$ cat config.mk
export PLATFORM = sky130hd
export DESIGN_NAME = wb_irq_ctrl_flat
export DESIGN_NICKNAME = d
export VERILOG_FILES = /design/src/rtl/wb_irq_ctrl_if.sv /design/src/rtl/wb_irq_ctrl.sv /design/src/flat_wrapper.sv
export SDC_FILE = /design/constraint.sdc
export NUM_CORES = 1
export LEC_CHECK = 0
export ABC_AREA = 1
export CORE_ASPECT_RATIO = 1.25
export CORE_MARGIN = 2
export CORE_UTILIZATION = 35
export CTS_BUF_LIST = sky130_fd_sc_hd__clkbuf_4
export DETAILED_ROUTE_END_ITERATION = 10
export GPL_ROUTABILITY_DRIVEN = 1
export PLACE_DENSITY_LB_ADDON = 0.1
export SETUP_SLACK_MARGIN = 0.2
export SYNTH_ARGS = -nofsm -noshare
export SYNTH_HDL_FRONTEND = slang
export SYNTH_SLANG_ARGS = --single-unit
$ cat constraint.sdc
create_clock -name wb_clk_i -period 2.5 [get_ports wb_clk_i]
set_clock_uncertainty 0.05 [all_clocks]
set_input_delay 0.25 -clock wb_clk_i [delete_from_list [all_inputs] [get_ports wb_clk_i]]
set_output_delay 0.25 -clock wb_clk_i [all_outputs]
set_load 0.03 [all_outputs]
$ cat src/rtl/wb_irq_ctrl_if.sv
// Wishbone B3 classic slave bus bundle for wb_irq_ctrl.
// Ports:
//   wb_adr_i[4:0], wb_dat_i[31:0], wb_sel_i[3:0], wb_we_i, wb_cyc_i, wb_stb_i : master -> slave
//   wb_dat_o[31:0], wb_ack_o, wb_err_o                                        : slave -> master
interface wb_irq_ctrl_if;
  logic [4:0]  wb_adr_i;
  logic [31:0] wb_dat_i;
  logic [3:0]  wb_sel_i;
  logic        wb_we_i;
  logic        wb_cyc_i;
  logic        wb_stb_i;
  logic [31:0] wb_dat_o;
  logic        wb_ack_o;
  logic        wb_err_o;

  modport slave (
    input  wb_adr_i, wb_dat_i, wb_sel_i, wb_we_i, wb_cyc_i, wb_stb_i,
    output wb_dat_o, wb_ack_o, wb_err_o
  );

  modport master (
    output wb_adr_i, wb_dat_i, wb_sel_i, wb_we_i, wb_cyc_i, wb_stb_i,
    input  wb_dat_o, wb_ack_o, wb_err_o
  );
endinterface

$ cat src/rtl/wb_irq_ctrl.sv
// Wishbone B3 interrupt controller: per-channel sync, level/edge, polarity,
// mask and W1C pending, driving the 32-bit CPU irq vector.
// Ports:
//   wb_clk_i, wb_rst_n_i : clock, async active-low reset
//   wb                   : Wishbone slave bus (wb_irq_ctrl_if.slave)
//   irq_src_i            : raw interrupt sources (may be asynchronous)
//   irq_o                : registered PEND & MASK
//   irq_any_o            : registered OR of PEND & MASK
module wb_irq_ctrl #(
  parameter int unsigned NUM_IRQ     = 32,
  parameter int unsigned SYNC_STAGES = 2,
  parameter logic [31:0] RESET_MASK  = 32'h0
) (
  input  logic               wb_clk_i,
  input  logic               wb_rst_n_i,
  wb_irq_ctrl_if.slave       wb,
  input  logic [NUM_IRQ-1:0] irq_src_i,
  output logic [31:0]        irq_o,
  output logic               irq_any_o
);

  localparam logic [31:0] IMPL = 32'((64'd1 << NUM_IRQ) - 64'd1);
  localparam logic [2:0] REG_PEND  = 3'd0;
  localparam logic [2:0] REG_MASK  = 3'd1;
  localparam logic [2:0] REG_EDGE  = 3'd2;
  localparam logic [2:0] REG_POL   = 3'd3;
  localparam logic [2:0] REG_MPEND = 3'd4;
  localparam logic [2:0] REG_SET   = 3'd5;

  logic [31:0] r_mask, r_edge, r_pol, r_pend, r_prev, r_squash;
  logic [31:0] r_irq, r_dat;
  logic        r_any, r_ack, r_err;

  logic [31:0] w_src, w_s, w_a, w_rise;
  logic [31:0] w_bmask, w_wdat, w_rdata;
  logic [31:0] w_mask_nx, w_edge_nx, w_pol_nx, w_pend_nx, w_chg, w_w1c, w_setw;
  logic [2:0]  w_reg;
  logic        w_acc, w_unmapped, w_wr;
  logic        w_unused;

  assign w_src    = 32'(irq_src_i);
  assign w_unused = ^wb.wb_adr_i[1:0];

  // Source synchroniser chain (bypassed when inputs are already synchronous)
  if (SYNC_STAGES == 0) begin : g_nosync
    assign w_s = w_src & IMPL;
  end else begin : g_sync
    logic [31:0] r_sync [SYNC_STAGES];
    always_ff @(posedge wb_clk_i or negedge wb_rst_n_i) begin
      if (!wb_rst_n_i) begin
        for (int k = 0; k < int'(SYNC_STAGES); k++) r_sync[k] <= '0;
      end else begin
        r_sync[0] <= w_src;
        for (int k = 1; k < int'(SYNC_STAGES); k++) r_sync[k] <= r_sync[k-1];
      end
    end
    assign w_s = r_sync[SYNC_STAGES-1] & IMPL;
  end

  // Bus decode
  assign w_reg      = wb.wb_adr_i[4:2];
  assign w_unmapped = (w_reg >= 3'd6);
  assign w_acc      = wb.wb_cyc_i & wb.wb_stb_i & ~r_ack & ~r_err;
  assign w_wr       = w_acc & wb.wb_we_i & ~w_unmapped;
  assign w_bmask    = {{8{wb.wb_sel_i[3]}}, {8{wb.wb_sel_i[2]}},
                       {8{wb.wb_sel_i[1]}}, {8{wb.wb_sel_i[0]}}} & IMPL;
  assign w_wdat     = wb.wb_dat_i & w_bmask;

  // Polarity-adjusted source; edge detect is suppressed for one cycle on
  // channels whose EDGE/POL just changed so prev can reload cleanly.
  assign w_a    = w_s ^ r_pol;
  assign w_rise = w_a & ~r_prev & ~r_squash;

  // Register write next-state and pending update
  always_comb begin
    w_mask_nx = r_mask;
    w_edge_nx = r_edge;
    w_pol_nx  = r_pol;
    w_w1c     = '0;
    w_setw    = '0;
    if (w_wr) begin
      case (w_reg)
        REG_PEND: w_w1c     = w_wdat;
        REG_MASK: w_mask_nx = (r_mask & ~w_bmask) | w_wdat;
        REG_EDGE: w_edge_nx = (r_edge & ~w_bmask) | w_wdat;
        REG_POL:  w_pol_nx  = (r_pol  & ~w_bmask) | w_wdat;
        REG_SET:  w_setw    = w_wdat;
        default:  ;
      endcase
    end
    w_chg = (w_edge_nx ^ r_edge) | (w_pol_nx ^ r_pol);
    // Edge: set (rise or SET) wins over W1C; level: follows a directly
    w_pend_nx = ((r_edge & ((r_pend & ~w_w1c) | w_rise | w_setw)) |
                 (~r_edge & w_a)) & ~w_chg & IMPL;
  end

  // Read mux
  always_comb begin
    w_rdata = '0;
    case (w_reg)
      REG_PEND:  w_rdata = r_pend;
      REG_MASK:  w_rdata = r_mask;
      REG_EDGE:  w_rdata = r_edge;
      REG_POL:   w_rdata = r_pol;
      REG_MPEND: w_rdata = r_pend & r_mask;
      default:   w_rdata = '0;
    endcase
  end

  // State, bus response and interrupt outputs
  always_ff @(posedge wb_clk_i or negedge wb_rst_n_i) begin
    if (!wb_rst_n_i) begin
      r_mask   <= RESET_MASK & IMPL;
      r_edge   <= '0;
      r_pol    <= '0;
      r_pend   <= '0;
      r_prev   <= '0;
      r_squash <= '0;
      r_irq    <= '0;
      r_any    <= 1'b0;
      r_ack    <= 1'b0;
      r_err    <= 1'b0;
      r_dat    <= '0;
    end else begin
      r_mask   <= w_mask_nx;
      r_edge   <= w_edge_nx;
      r_pol    <= w_pol_nx;
      r_pend   <= w_pend_nx;
      r_prev   <= w_a;
      r_squash <= w_chg;
      r_irq    <= r_pend & r_mask;
      r_any    <= |(r_pend & r_mask);
      r_ack    <= w_acc & ~w_unmapped;
      r_err    <= w_acc & w_unmapped;
      r_dat    <= (w_acc && !w_unmapped) ? w_rdata : '0;
    end
  end

  assign wb.wb_dat_o = r_dat;
  assign wb.wb_ack_o = r_ack;
  assign wb.wb_err_o = r_err;
  assign irq_o       = r_irq;
  assign irq_any_o   = r_any;

endmodule

$ cat src/flat_wrapper.sv
// flat-port wrapper written by rule: the top's interface ports become plain ports
module wb_irq_ctrl_flat 
#(
  parameter int unsigned NUM_IRQ     = 32,
  parameter int unsigned SYNC_STAGES = 2,
  parameter logic [31:0] RESET_MASK  = 32'h0
)
  (wb_clk_i, wb_rst_n_i, irq_src_i, irq_o, irq_any_o, wb_wb_adr_i, wb_wb_dat_i, wb_wb_sel_i, wb_wb_we_i, wb_wb_cyc_i, wb_wb_stb_i, wb_wb_dat_o, wb_wb_ack_o, wb_wb_err_o);
  wb_irq_ctrl_if wb_i ();
  input  logic wb_clk_i;
  input  logic wb_rst_n_i;
  input  logic [NUM_IRQ-1:0] irq_src_i;
  output logic [31:0] irq_o;
  output logic irq_any_o;
  input wire logic [$bits(wb_i.wb_adr_i)-1:0] wb_wb_adr_i;
  input wire logic [$bits(wb_i.wb_dat_i)-1:0] wb_wb_dat_i;
  input wire logic [$bits(wb_i.wb_sel_i)-1:0] wb_wb_sel_i;
  input wire logic [$bits(wb_i.wb_we_i)-1:0] wb_wb_we_i;
  input wire logic [$bits(wb_i.wb_cyc_i)-1:0] wb_wb_cyc_i;
  input wire logic [$bits(wb_i.wb_stb_i)-1:0] wb_wb_stb_i;
  output wire logic [$bits(wb_i.wb_dat_o)-1:0] wb_wb_dat_o;
  output wire logic [$bits(wb_i.wb_ack_o)-1:0] wb_wb_ack_o;
  output wire logic [$bits(wb_i.wb_err_o)-1:0] wb_wb_err_o;
  assign wb_i.wb_adr_i = wb_wb_adr_i;
  assign wb_i.wb_dat_i = wb_wb_dat_i;
  assign wb_i.wb_sel_i = wb_wb_sel_i;
  assign wb_i.wb_we_i = wb_wb_we_i;
  assign wb_i.wb_cyc_i = wb_wb_cyc_i;
  assign wb_i.wb_stb_i = wb_wb_stb_i;
  assign wb_wb_dat_o = wb_i.wb_dat_o;
  assign wb_wb_ack_o = wb_i.wb_ack_o;
  assign wb_wb_err_o = wb_i.wb_err_o;
  wb_irq_ctrl #(.NUM_IRQ(NUM_IRQ), .SYNC_STAGES(SYNC_STAGES), .RESET_MASK(RESET_MASK)) u_core (.wb_clk_i(wb_clk_i), .wb_rst_n_i(wb_rst_n_i), .wb(wb_i), .irq_src_i(irq_src_i), .irq_o(irq_o), .irq_any_o(irq_any_o));
endmodule
==> metrics.md <==
| Metric | Value |
|---|---|
| Status | `finished, final reports clean` |
| Fin crit share | `0.849` |
| TritonCTS Buffers | `91` |
| Minimum clock period | `2.12 ns` |
| Final WL | `47.1 mm` |
| RSZ-0062 raised after global routing | `no` |
| Vias in the first global route | `13,900` |
| Drt first pass iters | `5` |
| Setup-failing EPs final | `0` |
| Postcts setup bufs | `0` |
| Worst setup margin | `0.376 ns` |
| Fillers | `4,499` |
| Post-synthesis sequential area ratio | `0.518` |
| HP Class | `in2reg` |
| Die ar. | `0.0463 sq mm` |
| H-Tree Depth | `3` |
| Post-detail-place hpwl | `30.8 mm` |
| Clk slew on worst S/H paths | `0.07 ns` |
| CTS Buffer Depth | `3` |
| Via Count | `14,200` |
| Pre-CTS setup slack | `0.156 ns` |
| Multi-input logic area | `0.00585 sq mm` |
| P&R area growth vs syn | `25.9%` |
| Core area | `0.0440 sq mm` |
| Die Ht | `240 um` |
| Slowest cell on crit path | `clkdlybuf4s50_1` |
| Setup crit start kind | `flip-flop` |
| Cell family with most CP delay | `buffers and inverters` |
| Hold Slack | `0.0946 ns` |
| Ys Warns | `0` |
| Via-to-Cell Ratio | `4.78` |
| CP peak stage delay | `0.67 ns` |
| Worst-path cell chain | `clkdlybuf4s50_1` |
| # IOs | `145` |
| Peak supply drop | `0.336 mV` |
| CTS Sinks | `323` |
| Grt total ovfl | `0` |
| Yosys reg bits | `323` |
| Worst Path Required | `2.20 ns` |
| Max-cap violations | `0` |
| Cell variety after synth | `23` |
| Max FO, Critical Path | `1` |
| Initial Util | `0.355` |
| Top Metal Used | `met4` |
| Syn avg cell area | `7.52 sq um` |
| First-pass GRT wire length | `75.0 mm` |
| CTS tree | `done` |
| Layout cells sized above 1 | `0.0886` |
| Worst Setup End Kind | `output port` |
| Leak Pwr | `10.6 nW` |
| Largest net degree at the start of global routing | `97` |
| FF/Latch Area | `0.00808 sq mm` |
| Non-filler cells in the finished layout | `2,965` |
| DR WL met2 | `21.7 mm` |
| Synth Cell Area | `0.0156 sq mm` |
| Antenna Violating Nets Remaining | `0` |
| DRC | `0` |
| Clock latency on the worst-skew pair | `0.81 ns` |
| Syn Nets | `2,155` |
| Max Slew Vio Count | `0` |
| Post-Route Setup TNS | `0 ns` |
| Worst slew pin tran | `0.560 ns` |
| Met3 wire len | `3.01 mm` |
| NumNets Final | `2,414` |
| Routed WL per cell | `15.9 um` |
| Mapped Cells | `2,077` |
| Final Hold Fails | `0` |
| Drt first-iter violations | `733` |
| Critical Path AT | `1.82 ns` |
| Placer Congestion | `0.838` |
| M1 WL | `20.7 mm` |
| Max-slew headroom | `0.625` |
| Antenna violations before repair | `1` |
| Chip Width | `193 um` |
| Gr usage total | `0.212` |
| Fin util | `0.446` |
| CTS root buf | `clkbuf_4` |
| PortBufs | `142` |
| Max Fclk | `471 MHz` |
| Buf/Inv on CP | `1` |
| Critical path type | `reg2out` |
| Pwr per Cell Area | `735 mW/mm^2` |
| Cell count after placement | `2,774` |
| Num rows | `86` |
==> kinds of logic (layout without fill, tap and decap cells) <==
logic type      Yosys count  after routing  share of synthesized area
other cells               0              1                          0
buf+inv                 440            755                      0.110
xor+xnor                 32             32                     0.0180
flops                   323            323                      0.518
compound gates          256            256                     0.0874
simple gates           1026           1026                      0.267
==> power breakdown <==
group          internal [mW]  total [mW]  switching, mW
Clock                   2.32        4.56           2.24
Sequential              6.08        6.63          0.556
Combinational           1.27        3.25           1.98
==> timing repair <==
action                     CTS  global route
hold buffers                41             0
gates resized for setup      3             0
setup endpoints to repair    3             0
hold endpoints to repair   361             0
==> synth_stat cells (all sizes together) <==
cell type	n	area (sq um)
dfrtp	323	8080
o22ai	44	275
clkinv	3	11.3
nor4	3	18.8
nand4	73	457
a211oi	11	82.6
nor2	241	907
o21ai	115	576
a31oi	1	6.26
nand2	616	2320
inv	353	1330
buf	35	194
xnor2	32	280
nor3	1	5.00
nand3	92	460
a21oi	85	425
clkbuf	49	184
==> per-stage QoR <==
stage	power, mW	area [sq um]
3_5_place_dp	9.94	18200
4_1_cts	14.7	19600
3_3_place_gp	9.87	18200
2_1_floorplan	8.74	15600
6_report	14.4	19600
5_1_grt	15.6	19600
==> worst paths after layout <==
path | end | slack, ns | from | depth (start not counted)
max | irq_o[23] | 0.38 | u_core.irq_o[23] | 1
min | flip-flop | 0.09 | wb_wb_dat_i[2] | 3
max reg2reg | u_core.r_squash[9] | 0.62 | u_core.wb.wb_ack_o | 8
min reg2reg | u_core.w_s[26] | 0.29 | u_core.g_sync.r_sync[58] | 0
max in group asynchronous | u_core.r_edge[25] | 1.31 | wb_rst_n_i | 4
min in group asynchronous | u_core.w_s[5] | 0.54 | wb_rst_n_i | 4
==> final cells by class <==
cell class | count | area share
timing repair buffer | 250 | 0.133
clock inverter | 21 | 0.00414
sequential | 323 | 0.411
multi-input combinational | 1314 | 0.298
inverter | 356 | 0.0680
clock buffer | 128 | 0.0489
tap | 572 | 0.0364
antenna | 1 | 0.000127
==> cell usage in the layout, fill, tap and decap left out, types with 11 or more instances in the layout <==
| master | Yosys | routed |
|---|---|---|
| a211oi_1 | 11 | 11 |
| nand4_1 | 73 | 73 |
| clkdlybuf4s50_1 | 0 | 138 |
| clkbuf_4 | 0 | 128 |
| dlygate4sd3_1 | 0 | 40 |
| dfrtp_1 | 323 | 323 |
| nor2_1 | 240 | 238 |
| buf_4 | 8 | 45 |
| inv_1 | 351 | 351 |
| o22ai_1 | 44 | 44 |
| buf_12 | 0 | 23 |
| o21ai_0 | 114 | 114 |
| clkinv_1 | 3 | 21 |
| a21oi_1 | 85 | 85 |
| nand2_1 | 613 | 612 |
| nand3_1 | 92 | 91 |
| xnor2_1 | 32 | 32 |
==> state kept, by name (all words and copies together), names as in the netlist, named ones only <==
| register | count |
|---|---|
| u_core.r_squash | 32 |
| u_core.irq_any_o | 1 |
| u_core.wb.wb_dat_o | 32 |
| u_core.w_s | 32 |
| u_core.g_sync.r_sync | 32 |
| u_core.irq_o | 32 |
| u_core.wb.wb_err_o | 1 |
| u_core.r_prev | 32 |
| u_core.wb.wb_ack_o | 1 |
| u_core.r_pend | 32 |
| u_core.r_edge | 32 |
| u_core.r_pol | 32 |
==> routing by layer <==
layer  vias up  GRT usage
li1       7014          -
met1      6613      0.279
met2       436      0.337
met3        99     0.0417
met4         0     0.0973
met5         -          0
(Power assumes the default switching activity.)
